===== src/rtl/instr_register_pkg.sv =====
// Shared types for instr_register and its execution stage.
// Adds the 64-bit signed result type and the exec FSM state enum.
package instr_register_pkg;

  localparam int NUM_REGS = 32;
  localparam int COUNT_W  = 6;

  typedef enum logic [3:0] {
    ZERO  = 4'd0,
    PASSA = 4'd1,
    PASSB = 4'd2,
    ADD   = 4'd3,
    SUB   = 4'd4,
    MULT  = 4'd5,
    DIV   = 4'd6,
    MOD   = 4'd7
  } opcode_t;

  typedef logic signed [31:0] operand_t;
  typedef logic [4:0]         address_t;

  typedef struct packed {
    opcode_t  opc;
    operand_t op_a;
    operand_t op_b;
  } instruction_t;

  typedef logic signed [63:0] result_t;

  typedef enum logic [1:0] {
    IDLE  = 2'd0,
    RUN   = 2'd1,
    DRAIN = 2'd2
  } exec_state_t;

  // Widen an operand to result width, preserving its sign.
  function automatic result_t sext(input operand_t v);
    return {{32{v[31]}}, v};
  endfunction

endpackage


===== src/rtl/instr_alu.sv =====
// Combinational evaluator for one instruction_t.
// Optional macro EXEC_DIV_EN: when defined, DIV/MOD are real divides;
// when undefined, no divider exists and DIV/MOD report div_zero.
import instr_register_pkg::*;

module instr_alu (
  input  instruction_t instr,
  output result_t      result,
  output logic         div_zero
);

  result_t a;
  result_t b;

  // Operands are sign-extended first, so 64-bit arithmetic cannot overflow.
  always_comb begin
    a        = sext(instr.op_a);
    b        = sext(instr.op_b);
    result   = '0;
    div_zero = 1'b0;
    case (instr.opc)
      ZERO:  result = '0;
      PASSA: result = a;
      PASSB: result = b;
      ADD:   result = a + b;
      SUB:   result = a - b;
      MULT:  result = a * b;
      DIV, MOD: begin
`ifdef EXEC_DIV_EN
        if (b == '0) begin
          div_zero = 1'b1;
        end else if (instr.opc == DIV) begin
          result = a / b;
        end else begin
          result = a % b;
        end
`else
        div_zero = 1'b1;
`endif
      end
      default: result = '0;
    endcase
  end

endmodule


===== src/rtl/instr_exec_unit.sv =====
// Execution stage: walks a range of instr_register locations, evaluates
// each instruction and emits one result per instruction on valid/ready.
// DIV/MOD behaviour depends on macro EXEC_DIV_EN (see instr_alu).
import instr_register_pkg::*;

module instr_exec_unit (
  input  logic         clk,
  input  logic         reset_n,
  input  logic         start,
  input  address_t     first_addr,
  input  logic [5:0]   count,
  output logic         busy,
  output logic         done,
  output address_t     read_pointer,
  input  instruction_t instruction_word,
  output logic         result_valid,
  input  logic         result_ready,
  output result_t      result,
  output address_t     result_addr,
  output opcode_t      result_opc,
  output logic         div_zero
);

  exec_state_t          state_reg;
  exec_state_t          state_next;
  logic [COUNT_W-1:0]   remaining_reg;
  logic                 launch;
  logic                 empty_start;
  logic                 capture;
  logic                 finish;
  result_t              alu_result;
  logic                 alu_div_zero;

  instr_alu u_alu (
    .instr    (instruction_word),
    .result   (alu_result),
    .div_zero (alu_div_zero)
  );

  assign busy = (state_reg != IDLE);

  // State register.
  always_ff @(posedge clk or negedge reset_n) begin
    if (!reset_n) state_reg <= IDLE;
    else          state_reg <= state_next;
  end

  // Next state and per-cycle control strobes.
  always_comb begin
    state_next  = state_reg;
    launch      = 1'b0;
    empty_start = 1'b0;
    capture     = 1'b0;
    finish      = 1'b0;
    case (state_reg)
      IDLE: begin
        if (start) begin
          if (count == '0) begin
            empty_start = 1'b1;
          end else begin
            launch     = 1'b1;
            state_next = RUN;
          end
        end
      end
      RUN: begin
        // Output register is free when empty or being drained this cycle.
        if (!result_valid || result_ready) begin
          capture = 1'b1;
          if (remaining_reg == 6'd1) state_next = DRAIN;
        end
      end
      DRAIN: begin
        if (result_valid && result_ready) begin
          finish     = 1'b1;
          state_next = IDLE;
        end
      end
      default: state_next = IDLE;
    endcase
  end

  // Address counter, remaining count and output register.
  always_ff @(posedge clk or negedge reset_n) begin
    if (!reset_n) begin
      remaining_reg <= '0;
      read_pointer  <= '0;
      done          <= 1'b0;
      result_valid  <= 1'b0;
      result        <= '0;
      result_addr   <= '0;
      result_opc    <= ZERO;
      div_zero      <= 1'b0;
    end else begin
      done <= finish | empty_start;
      if (launch) begin
        read_pointer  <= first_addr;
        remaining_reg <= count;
      end
      if (capture) begin
        result        <= alu_result;
        div_zero      <= alu_div_zero;
        result_addr   <= read_pointer;
        result_opc    <= instruction_word.opc;
        result_valid  <= 1'b1;
        read_pointer  <= read_pointer + 5'd1;
        remaining_reg <= remaining_reg - 6'd1;
      end
      if (finish) result_valid <= 1'b0;
    end
  end

endmodule


===== config.mk =====
export PLATFORM = sky130hd
export DESIGN_NAME = instr_exec_unit
export DESIGN_NICKNAME = d
export VERILOG_FILES = /design/src/rtl/instr_register_pkg.sv /design/src/rtl/instr_alu.sv /design/src/rtl/instr_exec_unit.sv
export SDC_FILE = /design/constraint.sdc
export NUM_CORES = 2
export LEC_CHECK = 0
export BUFFER_PORTS_ARGS = -buffer_cell sky130_fd_sc_hd__buf_2
export CAP_MARGIN = 20
export CORE_UTILIZATION = 40
export DETAILED_ROUTE_END_ITERATION = 10
export GPL_ROUTABILITY_DRIVEN = 0
export SLEW_MARGIN = 20
export SYNTH_ARGS = -nofsm -noshare
export SYNTH_HDL_FRONTEND = slang
export SYNTH_SLANG_ARGS = --single-unit

===== constraint.sdc =====
create_clock -name clk -period 6.86 [get_ports clk]
set_input_delay 0.686 -clock clk [delete_from_list [all_inputs] [get_ports clk]]
set_output_delay 0.686 -clock clk [all_outputs]
set_load 0.1 [all_outputs]

---- Yosys cells after proc, flatten, opt, wreduce, memory -nomap -nowiden ----
Index checks and enable logic that the tools add are counted.
operators by class
  reduce and logical (&&, ||, !) cells .... 10
  mux-type cells .......................... 24
  equality and inequality tests ........... 15
  add/subtract/negate cells ............... 4
  bitwise logic cells ..................... 1
  multiply operators ...................... 1
operator list
  cell                                                 count
  case mux 64 bit (5 select lines)                     1
  multiplier 32 x 32 -> 64 bit                         1
  adder 32 x 32 -> 33 bit                              1
  subtractor 32 x 32 -> 33 bit                         1
  equality test 4 x 3 -> 1 bit, second input constant  4
  2-to-1 mux 1 bit                                     13
  2-to-1 mux 6 bit                                     2
  2-to-1 mux 2 bit                                     5
  2-to-1 mux 5 bit                                     2
  inequality test 2 bit, second input constant         5
  equality test 4 x 2 -> 1 bit, second input constant  2
  equality test 6 x 1 -> 1 bit, second input constant  1
  zero test 6 bit                                      1
  case mux 2 bit (3 select lines)                      1
  nonzero test 2 bit                                   3
  subtractor 6 x 1 -> 6 bit, second input constant     1
  adder 5 x 1 -> 5 bit, second input constant          1
  AND reduction 5 bit                                  1
  equality test 4 x 1 -> 1 bit, second input constant  1
  equality test 2 x 1 -> 1 bit, second input constant  1
  equality test 2 bit, second input constant           1
  zero test 2 bit                                      1
  OR reduction 2 bit                                   1
  logical AND 1 bit                                    1
  other kinds (3)                                      3
word-level totals
  register bits after elaboration ......... 89
  word-level logic and storage cells ...... 64
  bits of input ports ..................... 83
  output and inout port bits .............. 82

---- Longest topological paths before layout ----
  word-level depth ........................ 6
  gate-level depth with buffers ........... 29
  mapped depth without buffers ............ 26

---- Cells and area by module ----
A second synthesis with hierarchy kept.
unflattened totals
  cells, all modules ...................... 4894
  area total of the unflattened synthesis .. 43753.2 um^2
by module, submodules not included
  module           instances  seq. area each (um^2)  cells each  area each (um^2)
  instr_alu        1          0.0                    4485        40065.9
  instr_exec_unit  1          2227.1                 409         3687.3

---- Worst setup path before layout ----
Ideal clock, no wire load.
  path type ............................... input port to flip-flop
  from .................................... in instruction_word[63] (netlist name)
  to ...................................... reg result[62]
  setup time .............................. 0.139 ns
  setup slack ............................. -1.700 ns
  cell stages on the path ................. 26
  data arrival time ....................... 8.421 ns
  buffers on the path ..................... 3
  required time ........................... 6.721 ns
  path through ............................ clkbuf_1 -> buf_1 -> nand2_1 -> inv_1 -> fa_1 -> fa_1 -> fa_1 -> fa_1 -> inv_1 -> fa_1 -> inv_1 -> fa_1 -> inv_1 -> fa_1 -> inv_1 -> fa_1 -> ha_1 -> clkbuf_1 -> nand4_1 -> or2_2 -> or2_0 -> a311oi_2 -> o21a_1 -> o22a_1 -> a21oi_1 -> or4_1
on the way
  longest elaborated chain between the ends .. 2
  elaborated cells between the ends (all ways) .. 4
  classes of those cells .................. add/sub: 2; mul: 1; mux: 1
ends and longest elaborated chain
  what                                                        RTL line                RTL
  from (decl)                                                 instr_exec_unit.sv:15   input instruction_t instruction_word,
  multiplier 32 x 32 -> 64 bit, or another cell as far along  instr_alu.sv:27         MULT: result = a * b;
  case mux 64 bit (5 select lines) *                          instr_alu.sv:21         case (instr.opc)
  to (signal assigned)                                        instr_exec_unit.sv:101  result <= alu_result;
  to (decl)                                                   instr_exec_unit.sv:18   output result_t result,
Every way passes the cells marked *; elsewhere a longest branch is shown, timed or not.
A chain may end at the register's enable or synchronous reset.

---- Final worst setup path ----
  from .................................... in instruction_word[7] (netlist name)
  to ...................................... reg result[57]
The elaborated chain is that of the path after synthesis.

==> run metrics <==
IO Pins 165; grt ovf 0; CTS Root Cell clkbuf_16; Syn. warnings 0; Post-DP Area 51200 sq um; type of the worst min-delay path input port to async pin; Post-route DRC 0; P&R area growth vs syn 26.5%; Initial Utilization 0.404; Max-Cap Viols 0; Arr. time, crit path 7.94 ns; Finish-stage setup viols 46; Via Count 37300; PortBufs 164; vias per cell 5.37; worst clock skew 0.0179 ns; number of synthesized flops with an enable pin 0; number of antenna violations at the first check in global routing 9; CTS max path bufs 2; Inserted Clock Buffers 9; pin count of the biggest net entering global routing 61; fin crit period 7.67 ns; die height 334 um; Synth Instances 4836; dominant synthesized flop cell dfrtp_1; DRT Pass-1 Iters 8; worst setup margin -0.813 ns; CORE AREA 109000 sq um; DIE WIDTH 334 um; Max Fclk 130 MHz; Post-synth ARST share 1.00; Netlist cell types 105; gr usage total 0.289; Avg WL per Cell 23.0 um; worst rel slew slack 0.380; status finished, violations left; Hold Vio Cnt, Final 0; Antenna Nets Post-Route 0; Setup crit end kind flip-flop; violated checks setup timing; Slew @ Worst Pin 0.924 ns; Worst Setup Start Kind input port; Post-Syn Area 44100 sq um; final wirelength 160000 um; clock slew at reported path FFs 0.08 ns; FP Rows 121; Largest register FFs 64; TritonCTS clock tree yes; clk_lat worst skew 0.38 ns; Avg Cell Area, Syn 9.13 sq um; sequential cell area fraction in the yosys report 0.0505; Worst setup endpoint result[57]; synthesized net count 6255; Worst Setup SP instruction_word[7]; global-route wire length before repair 244000 um; Final Cell Area 55800 sq um; die area 112000 sq um; Final Cycle Share 1.12; reg-to-reg endpoint result[62]; FF-to-FF setup slack 3.87 ns; NumNets Final 6880; RR Startpoint state_reg[0]; Clock Sinks 89; fraction of layout cells with a size suffix above 1 0.250; crit path kind input port to flip-flop; fillers 9829; # H-tree levels 3; Hold Buf Count CTS 0; Synth Register Bits 89; CP required 7.13 ns; Critical Path Fanout Max 8; DRT iter0 DRCs 3126; reg2reg path depth 10; vias in the first global route 40000; RSZ-0062 raised after global routing yes; count of pins over their slew limit 0; DPL Wire Length 127000 um
==> synth_stat cells (6+ instances only) <==
master / instances / share of area
fa_1: 1084 / 0.49
inv_1: 1032 / 0.088
nand2_1: 589 / 0.050
and2_1: 471 / 0.067
clkbuf_1: 254 / 0.022
ha_1: 252 / 0.071
a21oi_1: 155 / 0.018
nor2_1: 153 / 0.013
o21ai_0: 99 / 0.011
dfrtp_1: 89 / 0.050
a21o_1: 51 / 0.0087
xnor2_1: 46 / 0.0091
a221o_1: 35 / 0.0079
a222oi_1: 28 / 0.0063
nand4_1: 28 / 0.0040
nor3_1: 26 / 0.0029
xor2_1: 26 / 0.0052
nand3_1: 24 / 0.0027
o211ai_1: 24 / 0.0041
buf_2: 19 / 0.0022
nand2b_1: 18 / 0.0026
o21a_1: 16 / 0.0027
o31ai_1: 15 / 0.0026
a211oi_1: 14 / 0.0024
a31oi_1: 14 / 0.0020
buf_1: 14 / 0.0012
a221oi_1: 13 / 0.0026
a22o_1: 13 / 0.0026
o21bai_1: 13 / 0.0022
or3_1: 13 / 0.0018
and3_1: 11 / 0.0016
nand3b_1: 11 / 0.0019
o22ai_1: 11 / 0.0016
nor2b_1: 10 / 0.0014
nor4_1: 9 / 0.0013
o21ai_1: 8 / 0.00091
a21boi_0: 6 / 0.0010
mux2i_1: 6 / 0.0014
o2111ai_1: 6 / 0.0012
==> per-stage QoR <==
step	setup TNS (ns)	setup WS, ns	hold WS, ns	utilization	std cells
4_1_cts	-21.90	-0.810	0.311	0.502	6923
2_1_floorplan	-15.02	-1.18	0.390	-	4836
5_1_grt	-32.77	-1.01	0.350	0.512	6945
3_3_place_gp	-59.16	-1.68	0.455	0.469	6807
3_5_place_dp	-59.41	-1.71	0.460	0.469	6807
6_report	-25.24	-0.813	0.303	0.512	6947
==> final cells by class <==
cell class,instances,area (sq um),area share
multi-input combinational,3416,39000,0.699
sequential,89,2230,0.0399
inverter,1035,3900,0.0699
antenna,5,12.5,0.000224
timing repair buffer,910,8520,0.153
clock inverter,5,37.5,0.000672
clock buffer,11,253,0.00453
tap,1476,1850,0.0331
==> worst min-delay path by stage <==
stage                  start             to  slack [ns]  cells past startpoint
5_1_grt              reset_n     result[60]        0.35                      1
4_1_cts              reset_n     result[60]        0.31                      1
3_3_place_gp   result_opc[2]  result_opc[2]        0.45                      2
3_5_place_dp   result_opc[1]  result_opc[1]        0.46                      2
6_report             reset_n     result[60]        0.30                      1
2_1_floorplan        reset_n       div_zero        0.39                      0
==> what timing repair did <==
item                       4_1_cts  5_1_grt
setup buffers                  106       33
gates cloned                    15        2
pin swaps                      280      179
setup endpoints to repair       52       50
gates resized for setup        537      203
==> cell usage in the layout, fill, tap and decap left out, types with 13 or more instances in the layout <==
cell and instances:
a21oi_2 30, a221o_1 35, xor2_1 13, buf_16 14, nand2_2 18, inv_1 997
o21ai_0 67, fa_1 1013, o21ai_2 19, a222oi_1 28, ha_4 29, nand4_1 28
dfrtp_1 89, nand2b_1 17, buf_6 116, a21o_1 51, nor2_4 13, nand2_1 563
buf_12 73, nor3_1 19, buf_4 567, xnor2_1 30, and2_1 427, inv_2 32
a22o_1 13, a21oi_1 115, buf_8 26, o211ai_1 24, buf_2 108, nand3_1 20
fa_2 71, and2_4 44, o21a_1 14, nor2_1 131, ha_1 214
==> worst max-delay path, cell delays in order <==
cell,delay (ns)
buf_12,0.13
buf_12,0.14
and2_4,0.16
fa_1,0.58
fa_2,0.46
fa_1,0.51
inv_2,0.04
fa_1,0.55
inv_2,0.04
fa_1,0.49
inv_1,0.05
fa_1,0.48
inv_1,0.05
fa_1,0.47
fa_1,0.56
ha_4,0.23
a211o_1,0.30
a21oi_4,0.22
a211oi_2,0.10
nor2_2,0.22
a2111oi_4,0.09
buf_4,0.18
o311ai_4,0.38
a2111oi_4,0.13
or3_1,0.37
a311o_1,0.32
==> layer usage <==
| layer | share of wire | track usage | up-vias |
|---|---|---|---|
| met2 | 0.47 | 0.469 | 1649 |
| met3 | 0.086 | 0.0477 | 318 |
| met1 | 0.40 | 0.385 | 19400 |
| met5 | 0.00014 | 0 | - |
| met4 | 0.052 | 0.118 | 4 |
| li1 | - | - | 16000 |
==> cells by family (layout without fill, tap and decap cells) <==
| group | after synthesis | in the layout | share of synthesized area |
|---|---|---|---|
| AND/OR/NAND/NOR | 1392 | 1392 | 0.156 |
| adder cells (fa/ha/maj) | 1336 | 1336 | 0.563 |
| buffers and inverters | 1331 | 1961 | 0.115 |
| AO/OA/AOI/OAI | 609 | 609 | 0.0998 |
| flip-flops | 89 | 89 | 0.0505 |
| XOR/XNOR | 72 | 72 | 0.0143 |
| multiplexers | 7 | 7 | 0.00162 |
| other | 0 | 5 | 0 |
Power is left out: the tool's default activity adds up to more than one toggle a clock period on the data nets, which glitch-free logic cannot reach.
